--- config.mk ---
export PLATFORM = sky130hd
export DESIGN_NAME = mul_datapath_flat
export DESIGN_NICKNAME = d
export VERILOG_FILES = /design/src/rtl/mul_datapath_if.sv /design/src/rtl/mul_datapath.sv /design/src/flat_wrapper.sv
export SDC_FILE = /design/constraint.sdc
export NUM_CORES = 1
export LEC_CHECK = 0
export CAP_MARGIN = 40
export CELL_PAD_IN_SITES_DETAIL_PLACEMENT = 0
export CELL_PAD_IN_SITES_GLOBAL_PLACEMENT = 1
export CORE_MARGIN = 4
export CORE_UTILIZATION = 40
export CTS_CLUSTER_SIZE = 40
export DETAILED_ROUTE_END_ITERATION = 6
export HOLD_SLACK_MARGIN = 0.02
export MAX_ROUTING_LAYER = met4
export PLACE_DENSITY = 0.78
export REMOVE_ABC_BUFFERS = 1
export SETUP_SLACK_MARGIN = 0.3
export SYNTH_ARGS = -nofsm -noshare
export SYNTH_HDL_FRONTEND = slang
export SYNTH_SLANG_ARGS = --single-unit
--- constraint.sdc ---
create_clock -name clk -period 3.5 [get_ports clk]
set_input_delay 0.875 -clock clk [delete_from_list [all_inputs] [get_ports clk]]
set_output_delay 0.875 -clock clk [all_outputs]
set_load 0.02 [all_outputs]
--- src/rtl/mul_datapath_if.sv ---
// ---------------------------------------------------------------------------
// mul_datapath_if
// Bundles the operand bus, the control strobes coming from the multiplier
// control FSM, the eqz status going back to it, and the result
// valid/ready handshake toward the downstream consumer.
//
// Signals
//   data_in       operand bus (WIDTH)
//   ldA, ldB      load operand A / operand B from data_in
//   ldP           accumulate: P <= P + A
//   clr_p         clear the accumulator
//   decre         decrement the B counter
//   done          product complete, capture P into the holding register
//   eqz           B counter is zero
//   result        held product (2*WIDTH)
//   result_valid  result holds an unconsumed product
//   result_ready  downstream accepts the result
//   overrun       sticky flag: a product was overwritten before acceptance
//
// Modports
//   master  controller / consumer side (drives strobes and result_ready)
//   slave   datapath side
// ---------------------------------------------------------------------------
interface mul_datapath_if #(
    parameter int WIDTH = 16
);

    logic [WIDTH-1:0]   data_in;
    logic               ldA;
    logic               ldB;
    logic               ldP;
    logic               clr_p;
    logic               decre;
    logic               done;
    logic               eqz;
    logic [2*WIDTH-1:0] result;
    logic               result_valid;
    logic               result_ready;
    logic               overrun;

    modport master (
        output data_in,
        output ldA,
        output ldB,
        output ldP,
        output clr_p,
        output decre,
        output done,
        output result_ready,
        input  eqz,
        input  result,
        input  result_valid,
        input  overrun
    );

    modport slave (
        input  data_in,
        input  ldA,
        input  ldB,
        input  ldP,
        input  clr_p,
        input  decre,
        input  done,
        input  result_ready,
        output eqz,
        output result,
        output result_valid,
        output overrun
    );

endinterface

--- src/rtl/mul_datapath.sv ---
// ---------------------------------------------------------------------------
// mul_datapath
// Datapath of the repeated-addition multiplier. Operand A is held, operand B
// counts down, and P accumulates A once per iteration so that P = A*B when B
// reaches zero. eqz goes back to the control FSM combinationally. On done the
// product is captured into a holding register that is handed downstream with
// a valid/ready handshake; an unconsumed product that gets overwritten sets a
// sticky overrun flag.
//
// Ports
//   clk    clock, all state changes on the rising edge
//   reset  asynchronous, active-high; clears every register
//   bus    mul_datapath_if.slave (operand bus, strobes, eqz, result handshake)
//
// Parameters
//   WIDTH  operand width; accumulator and result are 2*WIDTH bits
// ---------------------------------------------------------------------------
module mul_datapath #(
    parameter int WIDTH = 16
) (
    input  logic           clk,
    input  logic           reset,
    mul_datapath_if.slave  bus
);

    logic [WIDTH-1:0]   a_reg;
    logic [WIDTH-1:0]   b_reg;
    logic [2*WIDTH-1:0] p_reg;
    logic [2*WIDTH-1:0] result_reg;
    logic               valid_reg;
    logic               overrun_reg;
    logic               b_is_zero;
    logic               transfer;

    // B == 0 is needed both by the FSM (same-cycle decision, so no register
    // in between) and by the decrement saturation below.
    assign b_is_zero = (b_reg == '0);

    // A handshake completes on any edge where the held product is valid and
    // the consumer is ready.
    assign transfer = valid_reg && bus.result_ready;

    // Operand A only ever changes on an explicit load; it is independent of
    // every other strobe.
    always_ff @(posedge clk or posedge reset) begin
        if (reset) begin
            a_reg <= '0;
        end else if (bus.ldA) begin
            a_reg <= bus.data_in;
        end
    end

    // The B counter: a load takes priority over a decrement, and a decrement
    // at zero saturates so that a stray decre can never wrap to all-ones and
    // restart a huge iteration count.
    always_ff @(posedge clk or posedge reset) begin
        if (reset) begin
            b_reg <= '0;
        end else if (bus.ldB) begin
            b_reg <= bus.data_in;
        end else if (bus.decre && !b_is_zero) begin
            b_reg <= b_reg - WIDTH'(1);
        end
    end

    // The accumulator: clearing wins over adding. The add uses the A value
    // held before this edge, so an ldA on the same edge does not affect it.
    // A*B always fits in 2*WIDTH bits, so the sum cannot overflow.
    always_ff @(posedge clk or posedge reset) begin
        if (reset) begin
            p_reg <= '0;
        end else if (bus.clr_p) begin
            p_reg <= '0;
        end else if (bus.ldP) begin
            p_reg <= p_reg + {{WIDTH{1'b0}}, a_reg};
        end
    end

    // Output holding register. done always captures the newest product.
    // If the previous product is still pending and is not being taken this
    // edge, it is lost and overrun latches until reset. When done coincides
    // with a transfer the old product leaves and the new one replaces it, so
    // valid stays high without flagging an overrun. A transfer without done
    // drops valid but keeps the last value on the result bus.
    always_ff @(posedge clk or posedge reset) begin
        if (reset) begin
            result_reg  <= '0;
            valid_reg   <= 1'b0;
            overrun_reg <= 1'b0;
        end else if (bus.done) begin
            result_reg <= p_reg;
            valid_reg  <= 1'b1;
            if (valid_reg && !bus.result_ready) begin
                overrun_reg <= 1'b1;
            end
        end else if (transfer) begin
            valid_reg <= 1'b0;
        end
    end

    assign bus.eqz          = b_is_zero;
    assign bus.result       = result_reg;
    assign bus.result_valid = valid_reg;
    assign bus.overrun      = overrun_reg;

endmodule

--- src/flat_wrapper.sv ---
// flat-port wrapper written by rule: the top's interface ports become plain ports
module mul_datapath_flat 
#(
    parameter int WIDTH = 16
)
  (clk, reset, bus_data_in, bus_ldA, bus_ldB, bus_ldP, bus_clr_p, bus_decre, bus_done, bus_result_ready, bus_eqz, bus_result, bus_result_valid, bus_overrun);
  mul_datapath_if #(.WIDTH(WIDTH)) bus_i ();
  input  logic clk;
  input  logic reset;
  input wire logic [$bits(bus_i.data_in)-1:0] bus_data_in;
  input wire logic [$bits(bus_i.ldA)-1:0] bus_ldA;
  input wire logic [$bits(bus_i.ldB)-1:0] bus_ldB;
  input wire logic [$bits(bus_i.ldP)-1:0] bus_ldP;
  input wire logic [$bits(bus_i.clr_p)-1:0] bus_clr_p;
  input wire logic [$bits(bus_i.decre)-1:0] bus_decre;
  input wire logic [$bits(bus_i.done)-1:0] bus_done;
  input wire logic [$bits(bus_i.result_ready)-1:0] bus_result_ready;
  output wire logic [$bits(bus_i.eqz)-1:0] bus_eqz;
  output wire logic [$bits(bus_i.result)-1:0] bus_result;
  output wire logic [$bits(bus_i.result_valid)-1:0] bus_result_valid;
  output wire logic [$bits(bus_i.overrun)-1:0] bus_overrun;
  assign bus_i.data_in = bus_data_in;
  assign bus_i.ldA = bus_ldA;
  assign bus_i.ldB = bus_ldB;
  assign bus_i.ldP = bus_ldP;
  assign bus_i.clr_p = bus_clr_p;
  assign bus_i.decre = bus_decre;
  assign bus_i.done = bus_done;
  assign bus_i.result_ready = bus_result_ready;
  assign bus_eqz = bus_i.eqz;
  assign bus_result = bus_i.result;
  assign bus_result_valid = bus_i.result_valid;
  assign bus_overrun = bus_i.overrun;
  mul_datapath #(.WIDTH(WIDTH)) u_core (.clk(clk), .reset(reset), .bus(bus_i));
endmodule
==> metrics.txt <==
RSZ-0062 raised after global routing false; area growth from synthesis to layout 21.2%; Worst Setup Start Kind flip-flop; antenna violations before repair 0; fmax roughly 0.36 GHz; DRC viols 0; wl on met1 approximately 5.5 mm; CTS tree yes; worst setup path end u_core.p_reg[22]$_DFFE_PP0P_; crit-path max FO 6; CP max stage cell fa_1; core area approximately 0.013 mm^2; synthesized flop and latch total 98; r2r setup slk approximately 0.76 ns; CP required between 3 and 4 ns; io pins 60; drt first pass iters 4; Highest Signal Layer met4; placer's final routability congestion estimate ~0.88; # clock sinks 98; min Tclk post-route 2.74 ns; Total GRT Usage 17.6%; largest net degree at the start of global routing 62; CP Data Arrival Time between 2 and 3 ns; Setup crit start u_core.p_reg[0]$_DFFE_PP0P_; number of distinct library cells after synthesis between 50 and 60; post-synth top area share a little under half; EDFF count, synth 0; GRT overflow 0; final net count 600; Max Buffers Root-to-Sink 2; post-CTS setup buffer count 0; CTS Buf Count 9; synth warn 0; Vias/cell between 5 and 6; Worst Setup End Kind flip-flop; crit path cell chain ha_1 -> inv_1 -> fa_1 -> nor2b_1 -> o2111ai_1 -> nand3_1 -> nand4_1 -> a21boi_0 -> mux2_2; antenna fix cells 0; H-tree levels 3; num rows 41; Pleak 0.00280 uW; Hold Fails Final Rpt 0; commonest non-fill, non-tap cell in the layout dfrtp_1; Worst Hold Class flip-flop to flip-flop; Final Cycle Share between 70% and 80%; post_cts resized 0; Synth area leaders dfrtp_1, mux2_2, ha_1; Root Buffer clkbuf_16; initial detailed-routing violation count 176; RR Endpoint u_core.p_reg[22]$_DFFE_PP0P_; first-pass GRT wire length between 20 and 25 mm; reg-to-reg startpoint u_core.p_reg[0]$_DFFE_PP0P_; final cell count without fillers ~730; DR vias a little under 4000; clk_lat worst skew between 0.3 and 0.4 ns; PwrDens between 400 and 500 mW/mm^2; final setup violating endpoints 0; Die ar. approximately 0.015 mm^2; Cells after Synth between 400 and 500; delay of the slowest critical-path stage approximately 0.41 ns; Die Ht 122 um; CTS hold repair buffers 0; final setup skew around 0.007 ns; Worst Tran Pin Value 0.890 ns; Main synth FF type dfrtp_1; wire per inst ~16 um; Layout fillers approximately 1200; asr flop ratio synth 100%; Chip Width about 120 um; DPL Wire Length 8.33 mm; Port Buffers 59; ANT nets after route 0; status finished clean; Cells after DPL a little over 700; Met2 Wirelength between 5 and 6 mm; sequential fraction of the synthesis area roughly 47%; DR WL met3 around 430 um; Yosys top cell by area dfrtp_1; vias in the first global route roughly 4000; CTS clk-pin slew, worst paths roughly 0.060 ns; R2R depth 9; cell area after synthesis 0.00519 mm^2; headroom to the max-slew limit roughly 40%; crit path kind flip-flop to flip-flop; mean cell area of the mapped netlist about 10 um^2; detailed-route wire length around 12 mm; Pins Over Slew Limit 0; Worst Hold Launch u_core.bus.overrun$_DFFE_PP0P_; most frequent cells in the layout dfrtp_1, mux2_2, clkdlybuf4s50_1, nor2_1, nand2_1; initial core utilization between 40% and 50%; VDD IR max 0.000242 V; MaxCap Viol Count 0; post-route setup TNS 0 ns; share of cells above drive strength 1 16.0%
==> cell families after synthesis <==
kind of cell               after synthesis  share of synthesized area, %
and+or+nand+nor                        162                          15.2
AOI/OAI and AO/OA                       99                          12.6
DFF                                     98                          47.2
muxes                                   67                          14.4
buffers and inverters                   31                          2.24
xor gates and xnor gates                21                          3.54
adders and majority gates               19                          4.72
==> per-stage QoR <==
stage	hold slack [ns]	utilization, %	setup WS, ns	total power [uW]	area, um^2
4_1_cts	0.492	49.6	0.386	3140	6290
3_3_place_gp	0.453	47.2	0.623	2090	5980
3_5_place_dp	0.472	47.2	0.580	2110	5980
5_1_grt	0.507	49.7	0.521	3280	6290
6_report	0.486	49.7	0.760	3100	6290
2_1_floorplan	0.485	-	0.0629	1830	5120
==> area by class of cell <==
cell class | instances | area (um^2) | area share, %
clock inverters | 4 | 50.0 | 0.795
repair buffers | 66 | 646 | 10.3
multi-input cells | 368 | 2620 | 41.7
well taps | 172 | 215 | 3.42
flip-flops and latches | 98 | 2450 | 39.0
inverters | 13 | 51.3 | 0.815
clock buffers | 12 | 256 | 4.08
==> synth_stat cells, types with 12 or more instances <==
master	count
dfrtp_1	98
mux2_2	62
nor2_1	50
nand2_1	35
o21ai_0	25
a21oi_1	21
ha_1	18
xnor2_1	17
nor2b_1	16
nand3_1	14
clkbuf_1	13
a21o_1	12
inv_1	12
nor3_1	12
==> worst max-delay path: cells and delay by family (launching register included) <==
family / cells / cell delay (ns)
AOI/OAI and AO/OA: 2 / 0.49
and+or+nand+nor: 3 / 0.69
adders and majority gates: 2 / 0.63
muxes: 1 / 0.35
DFF: 1 / 0.37
buffers and inverters: 1 / 0.08
==> power breakdown <==
part | total (uW) | leakage [uW] | switching, uW | internal [uW]
clock network | 1010 | 0.000145 | 419 | 592
registers | 1330 | 0.00127 | 87.4 | 1240
logic | 755 | 0.00138 | 410 | 345
total | 3100 | 0.00280 | 916 | 2180
==> metal layers <==
layer / up-vias / track usage, %
met4: 0 / 6.72
li1: 1909 / -
met1: 1872 / 22.7
met3: 14 / 3.06
met2: 72 / 28.0
met5: - / -
==> worst min-delay path by stage <==
| stage | endpoint | depth (start not counted) |
|---|---|---|
| after CTS | u_core.bus.overrun$_DFFE_PP0P_ | 1 |
| after floorplan | u_core.a_reg[0]$_DFFE_PP0P_ | 1 |
| after detailed placement | u_core.bus.overrun$_DFFE_PP0P_ | 1 |
| after global routing | u_core.bus.overrun$_DFFE_PP0P_ | 1 |
| after global placement | u_core.bus.overrun$_DFFE_PP0P_ | 1 |
| final | u_core.bus.overrun$_DFFE_PP0P_ | 1 |
Power figures use the tool's default switching activity.
